**config.mk**
```make
export PLATFORM = sky130hd
export DESIGN_NAME = dmem_arbiter
export DESIGN_NICKNAME = d
export VERILOG_FILES = /design/src/rtl/dmem_arbiter_pkg.sv /design/src/rtl/dmem_arbiter_pick.sv /design/src/rtl/dmem_arbiter.sv
export SDC_FILE = /design/constraint.sdc
export NUM_CORES = 1
export LEC_CHECK = 0
export CORE_AREA = 2 2 118 120
export DETAILED_ROUTE_END_ITERATION = 10
export DIE_AREA = 0 0 120 122
export GPL_TIMING_DRIVEN = 0
export PLACE_DENSITY_LB_ADDON = 0.3
export SLEW_MARGIN = 20
export SYNTH_ARGS = -nofsm -noshare
export SYNTH_HDL_FRONTEND = slang
export SYNTH_SLANG_ARGS = --single-unit
export TNS_END_PERCENT = 10
```
**constraint.sdc**
```tcl
create_clock -name clk -period 3.75 [get_ports clk]
set_input_delay 0.75 -clock clk [delete_from_list [all_inputs] [get_ports clk]]
set_output_delay 0.75 -clock clk [all_outputs]
set_load 0.02 [all_outputs]
```
**src/rtl/dmem_arbiter_pkg.sv**
```systemverilog
// dmem_arbiter_pkg
// Shared definitions for the data-memory arbiter slice:
//   - arb_state_e : lock FSM encoding (IDLE, LOCK0, LOCK1)
//   - PORT0/PORT1 : requester indices into two-bit valid/grant vectors
//   - MEM_DEPTH / MEM_IDX_W : data memory depth and the address bits it decodes
package dmem_arbiter_pkg;

  typedef enum logic [1:0] {
    ST_IDLE  = 2'd0,
    ST_LOCK0 = 2'd1,
    ST_LOCK1 = 2'd2
  } arb_state_e;

  localparam int unsigned PORT0     = 0;
  localparam int unsigned PORT1     = 1;

  localparam int unsigned MEM_DEPTH = 1024;
  localparam int unsigned MEM_IDX_W = 10;

endpackage

```
**src/rtl/dmem_arbiter_pick.sv**
```systemverilog
// rr_pick2
// Pure combinational two-requester arbiter.
// Ports:
//   valid      in  [1:0] request vector, bit n = port n
//   last_grant in  1     port that won the most recent access
//   rr_en      in  1     1 = round-robin on contention, 0 = port 0 always wins
//   gnt        out [1:0] one-hot grant (all zero when nobody requests)
module rr_pick2
  import dmem_arbiter_pkg::*;
(
  input  logic [1:0] valid,
  input  logic       last_grant,
  input  logic       rr_en,
  output logic [1:0] gnt
);

  always_comb begin
    gnt = 2'b00;
    if (valid[PORT0] && valid[PORT1]) begin
      // On contention, round-robin hands the grant to whoever did not win last.
      if (rr_en && !last_grant) begin
        gnt[PORT1] = 1'b1;
      end else begin
        gnt[PORT0] = 1'b1;
      end
    end else begin
      gnt = valid;
    end
  end

endmodule

```
**src/rtl/dmem_arbiter.sv**
```systemverilog
// dmem_arbiter
// Shares a single-port data memory (1-cycle registered read) between the CPU
// load/store stage (port 0) and the debug/loader port (port 1).
// Ports:
//   clk, rst                 clock, asynchronous active-high reset
//   pN_valid/ready           request handshake for port N
//   pN_we, pN_lock           request type (1 = write) and grant-lock request
//   pN_addr, pN_wdata        word address and write data
//   pN_rvalid, pN_rdata      read return, one cycle after the read is accepted
//   mem_addr, mem_wrData     address / write data to the memory
//   mem_wrMem, mem_rdMem     memory write / read strobes
//   mem_rdData               registered read data from the memory
//
// Handshake: a request is accepted in the cycle where pN_valid and pN_ready are
// both high; ready is a combinational function of the current valids, lock
// state and last grant. Requesters keep valid/we/addr/wdata stable until they
// see ready. The memory operation is committed at the next rising edge.
module dmem_arbiter
  import dmem_arbiter_pkg::*;
#(
  parameter int DATA_W = 32,
  parameter int ADDR_W = 32,
  parameter bit RR_EN  = 1'b1
) (
  input  logic              clk,
  input  logic              rst,
  input  logic              p0_valid,
  output logic              p0_ready,
  input  logic              p0_we,
  input  logic              p0_lock,
  input  logic [ADDR_W-1:0] p0_addr,
  input  logic [DATA_W-1:0] p0_wdata,
  output logic              p0_rvalid,
  output logic [DATA_W-1:0] p0_rdata,
  input  logic              p1_valid,
  output logic              p1_ready,
  input  logic              p1_we,
  input  logic              p1_lock,
  input  logic [ADDR_W-1:0] p1_addr,
  input  logic [DATA_W-1:0] p1_wdata,
  output logic              p1_rvalid,
  output logic [DATA_W-1:0] p1_rdata,
  output logic [ADDR_W-1:0] mem_addr,
  output logic [DATA_W-1:0] mem_wrData,
  output logic              mem_wrMem,
  output logic              mem_rdMem,
  input  logic [DATA_W-1:0] mem_rdData
);

  arb_state_e        state_q, state_d;
  logic              last_grant_q, last_grant_d;
  logic              rd_pend_q, rd_pend_d;
  logic              rd_owner_q, rd_owner_d;
  logic [ADDR_W-1:0] addr_q, addr_d;
  logic [DATA_W-1:0] wdata_q, wdata_d;

  logic [1:0]        req;
  logic [1:0]        gnt;
  logic              any_gnt;
  logic              sel_port;
  logic              sel_we;
  logic              sel_lock;

  // A held lock masks the other port out before arbitration.
  always_comb begin
    req = 2'b00;
    case (state_q)
      ST_IDLE:  req = {p1_valid, p0_valid};
      ST_LOCK0: req = {1'b0, p0_valid};
      ST_LOCK1: req = {p1_valid, 1'b0};
      default:  req = 2'b00;
    endcase
  end

  rr_pick2 u_pick (
    .valid      (req),
    .last_grant (last_grant_q),
    .rr_en      (RR_EN),
    .gnt        (gnt)
  );

  always_comb begin
    state_d      = state_q;
    last_grant_d = last_grant_q;
    rd_pend_d    = 1'b0;
    rd_owner_d   = rd_owner_q;
    addr_d       = addr_q;
    wdata_d      = wdata_q;
    any_gnt      = gnt[PORT0] | gnt[PORT1];
    sel_port     = gnt[PORT1];
    sel_we       = 1'b0;
    sel_lock     = 1'b0;

    if (gnt[PORT1]) begin
      addr_d   = p1_addr;
      wdata_d  = p1_wdata;
      sel_we   = p1_we;
      sel_lock = p1_lock;
    end else if (gnt[PORT0]) begin
      addr_d   = p0_addr;
      wdata_d  = p0_wdata;
      sel_we   = p0_we;
      sel_lock = p0_lock;
    end

    if (any_gnt) begin
      last_grant_d = sel_port;
      if (!sel_we) begin
        rd_pend_d  = 1'b1;
        rd_owner_d = sel_port;
      end
    end

    // The lock is released on any cycle its owner drops pN_lock, whether or
    // not that cycle carries an access.
    case (state_q)
      ST_IDLE: begin
        if (any_gnt && sel_lock) begin
          state_d = sel_port ? ST_LOCK1 : ST_LOCK0;
        end
      end
      ST_LOCK0: if (!p0_lock) state_d = ST_IDLE;
      ST_LOCK1: if (!p1_lock) state_d = ST_IDLE;
      default:  state_d = ST_IDLE;
    endcase
  end

  always_ff @(posedge clk or posedge rst) begin
    if (rst) begin
      state_q      <= ST_IDLE;
      last_grant_q <= 1'b1;
      rd_pend_q    <= 1'b0;
      rd_owner_q   <= 1'b0;
      addr_q       <= '0;
      wdata_q      <= '0;
    end else begin
      state_q      <= state_d;
      last_grant_q <= last_grant_d;
      rd_pend_q    <= rd_pend_d;
      rd_owner_q   <= rd_owner_d;
      addr_q       <= addr_d;
      wdata_q      <= wdata_d;
    end
  end

  // addr_d/wdata_d already fall back to the held values when nobody is granted.
  assign mem_addr   = addr_d;
  assign mem_wrData = wdata_d;
  assign mem_wrMem  = any_gnt &  sel_we & ~rst;
  assign mem_rdMem  = any_gnt & ~sel_we & ~rst;

  assign p0_ready   = gnt[PORT0] & ~rst;
  assign p1_ready   = gnt[PORT1] & ~rst;

  assign p0_rvalid  = rd_pend_q & ~rd_owner_q;
  assign p1_rvalid  = rd_pend_q &  rd_owner_q;
  assign p0_rdata   = p0_rvalid ? mem_rdData : '0;
  assign p1_rdata   = p1_rvalid ? mem_rdData : '0;

endmodule

```
==> flow_summary.json <==
{
  "cts_made_buffers": 9,
  "clock_latency_ns": 0.33,
  "timing.final.setup_violations": 0,
  "syn2layout_area_growth_pct": 101.6,
  "cts_buffer_depth": 2,
  "outcome": "finished, final reports clean",
  "fin_worst_skew_ns": 0.006678,
  "drt-initial-drc-count": 162,
  "critical_path.reg2reg.startpoint": "last_grant_q$_DFFE_PP1N_",
  "cp-startpoint": "p1_valid",
  "tritoncts_clock_tree": "built",
  "core_region_area_sq_um": 13500,
  "dp_hpwl_microns": 11620,
  "fmax_mhz": 274.7,
  "hold_fails_final_rpt": 0,
  "postSynth.asyncResetShare": 1.000,
  "dieHeight_microns": 122,
  "wl_per_cell_microns": 17.84,
  "chipWidth_microns": 120,
  "cellLeakagePower_nw": 3.008,
  "unrepaired_setup_endpoints_after_global_routing": "yes",
  "synthesis.nets": 497,
  "synth_cells": 329,
  "gp_routability_congestion": 0.8632,
  "synth_area_per_cell_sq_um": 10.99,
  "grt_busiest_layer": "met2",
  "antenna_violations_before_repair": 0,
  "fp-row-count": 43,
  "timing.final.crit_share": 0.9707,
  "initial_utilization": 0.2677,
  "regToRegSetupSlack_ns": 2.11,
  "cts_root_buffer": "sky130_fd_sc_hd__clkbuf_16",
  "worstMarginPinSlew_ns": 0.4227,
  "synth-main-ff-cell": "sky130_fd_sc_hd__dfrtp_1",
  "seq_power_share": 0.284,
  "synth_area_sq_um": 3615,
  "max_cap_violations": 0,
  "layout.cell_area.non_filler_sq_um": 7288,
  "num-fill-cells": 1223,
  "critPathRequiredTime_ns": 3.00,
  "post_cts_buffers": 0,
  "synth-edff-count": 0,
  "pre_cts_slack_ns": -0.07014,
  "path_type_of_the_worst_setup_path": "input port to output pin",
  "reg_area_sq_um": 1728,
  "grt.total_usage": 0.1937,
  "nets": 810,
  "hold_ws_ns": 0.5174,
  "clock-sinks": 69,
  "seq_area_frac_synth": 0.4780,
  "slew_violations": 0,
  "final_layout_size_suffix_gt1_frac": 0.1422,
  "clock_power_share": 0.273,
  "timing.final.crit_period_ns": 3.640,
  "most-common-layout-cells": "sky130_fd_sc_hd__clkdlybuf4s50_1, sky130_fd_sc_hd__dfrtp_1, sky130_fd_sc_hd__or3_1, sky130_fd_sc_hd__o221a_2, sky130_fd_sc_hd__and2_1",
  "mostFrequentLayoutCell": "sky130_fd_sc_hd__clkdlybuf4s50_1",
  "ys.warnings.count": 0,
  "grt_pass1_wl_microns": 22010,
  "synth_top_area_frac": 0.4708,
  "worstSetupStartpointType": "input port",
  "critical_path_arrival_ns": 2.89,
  "globalRouteOverflowTotal": 0,
  "sw_frac_of_total": 0.3161,
  "count_of_unique_library_cells_instantiated_by_yosys": 27,
  "groute.layer.met2.usage": 0.3654,
  "r2r_cells": 5,
  "power_switching_mw": 1.061,
  "worst_setup_path_end_kind": "output pin",
  "antenna_left": 0,
  "max_slew_margin": 0.7182,
  "final.setup.worst_slack_ns": 0.1100,
  "cp_max_fo": 10,
  "worstSetupEndpoint": "mem_addr[14]",
  "drt_pass1_iterations": 4,
  "routed_via_density": 4.937,
  "largest_net_degree_at_the_start_of_global_routing": 40,
  "synth-seq-cells": 69,
  "dieArea_sq_um": 14640,
  "r2r_end": "addr_q[19]$_DFF_PP0_",
  "multi_input_combinational_cell_area_sq_um": 1707,
  "placed_cell_area_sq_um": 6875,
  "first_global_vias": 4172,
  "synth_top_cell_by_area": "sky130_fd_sc_hd__dfrtp_1",
  "setup-tns-final_ns": 0,
  "post_synth_main_area_contributors": "sky130_fd_sc_hd__dfrtp_1, sky130_fd_sc_hd__o221a_2, sky130_fd_sc_hd__or3_1, sky130_fd_sc_hd__o221a_1, sky130_fd_sc_hd__and2_1",
  "num_antenna_cells": 0,
  "route.vias.total": 4083,
  "worst_setup_hold_path_clk_slew_ns": 0.05,
  "peakVddDrop_uv": 238.9,
  "detail_route.wirelength_microns": 14760,
  "drc_errors": 0,
  "power.internal_mw": 2.296,
  "htree_levels": 3,
  "report.power.total_mw": 3.357,
  "hp-class": "flop to flop",
  "grtUsageMet1": 0.2030,
  "grt_util_met3": 0.06507,
  "port_buffers": 301,
  "pwr-share-comb": 0.443,
  "power_density_nw_per_um2": 460.6,
  "boundary_pin_count": 302
}
-- repair_timing --
action,4_1_cts,5_1_grt
hold buffers,0,0
resized for setup,4,47
endpoints found under the hold margin,0,0
endpoints found under the setup margin,49,60
-- layout make-up --
class	count	share of cell area
timing repair buffer	302	0.4227
sequential	69	0.2371
multi-input combinational	221	0.2342
clock buffer	13	0.03571
tap	180	0.03090
buffer	37	0.02884
clock inverter	3	0.009270
inverter	2	0.001373
-- layer usage --
layer | wire length, microns | share of wire
met4 | 215 | 0.015
met3 | 1320 | 0.089
met5 | 0 | 0
met2 | 7787 | 0.53
met1 | 5433 | 0.37
-- worst max-delay path, cell delays in order --
cell	delay [ns]
sky130_fd_sc_hd__clkdlybuf4s50_1	0.54
sky130_fd_sc_hd__nor2b_2	0.21
sky130_fd_sc_hd__clkbuf_4	0.23
sky130_fd_sc_hd__clkbuf_2	0.21
sky130_fd_sc_hd__or3_1	0.13
sky130_fd_sc_hd__o221a_1	0.20
sky130_fd_sc_hd__clkdlybuf4s50_1	0.61
-- power by group through the flow --
stage               Clock [mW]  Combinational [mW]  Sequential, mW
floorplan                    0               0.758           0.948
global placement             0                1.48           0.960
detailed placement           0                1.49           0.965
CTS                      0.942                1.50           0.954
global route             0.976                1.58           0.972
finish                   0.917                1.49           0.954
-- Yosys cell counts, types with 2 or more instances --
library cell	instances
sky130_fd_sc_hd__nand3b_1	2
sky130_fd_sc_hd__o221a_1	19
sky130_fd_sc_hd__o221a_2	45
sky130_fd_sc_hd__nor2b_1	2
sky130_fd_sc_hd__buf_4	3
sky130_fd_sc_hd__nor2_1	2
sky130_fd_sc_hd__clkbuf_1	23
sky130_fd_sc_hd__dfrtp_1	68
sky130_fd_sc_hd__buf_6	2
sky130_fd_sc_hd__a21oi_1	3
sky130_fd_sc_hd__nor3b_1	3
sky130_fd_sc_hd__inv_1	2
sky130_fd_sc_hd__o21ai_0	2
sky130_fd_sc_hd__and3_1	32
sky130_fd_sc_hd__buf_2	8
sky130_fd_sc_hd__nand2_1	4
sky130_fd_sc_hd__nand2b_1	3
sky130_fd_sc_hd__and2_1	33
sky130_fd_sc_hd__or3_1	65
-- registers in the layout (all words and copies together) (netlist names) --
name / count
state_q: 2
rd_owner_q: 1
last_grant_q: 1
addr_q: 32
rd_pend_q: 1
wdata_q: 32
-- logic make-up (layout without fill, tap and decap cells) --
logic type	count (synthesis)	in the layout	share of synthesized area
buffers and inverters	39	357	0.05088
flip-flops	69	69	0.4780
AO/OA/AOI/OAI	73	73	0.2146
AND/OR/NAND/NOR	148	148	0.2565
-- per-stage QoR --
| step | utilization | instances |
|---|---|---|
| after floorplan | - | 329 |
| after global placement | 0.5075 | 810 |
| after detailed placement | 0.5091 | 811 |
| after CTS | 0.5340 | 827 |
| after global routing | 0.5397 | 827 |
| final | 0.5397 | 827 |
-- worst min-delay path by stage --
stage	from	cells after the start	slack (ns)	to
after floorplan	state_q[0]$_DFFE_PP0P_	1	0.48	state_q[1]$_DFFE_PP0P_
after global placement	state_q[0]$_DFFE_PP0P_	1	0.50	state_q[1]$_DFFE_PP0P_
after detailed placement	state_q[0]$_DFFE_PP0P_	1	0.52	state_q[1]$_DFFE_PP0P_
after CTS	state_q[0]$_DFFE_PP0P_	1	0.52	state_q[1]$_DFFE_PP0P_
after global routing	state_q[0]$_DFFE_PP0P_	1	0.54	state_q[1]$_DFFE_PP0P_
final	state_q[0]$_DFFE_PP0P_	1	0.52	state_q[1]$_DFFE_PP0P_
(Power assumes the default switching activity.)
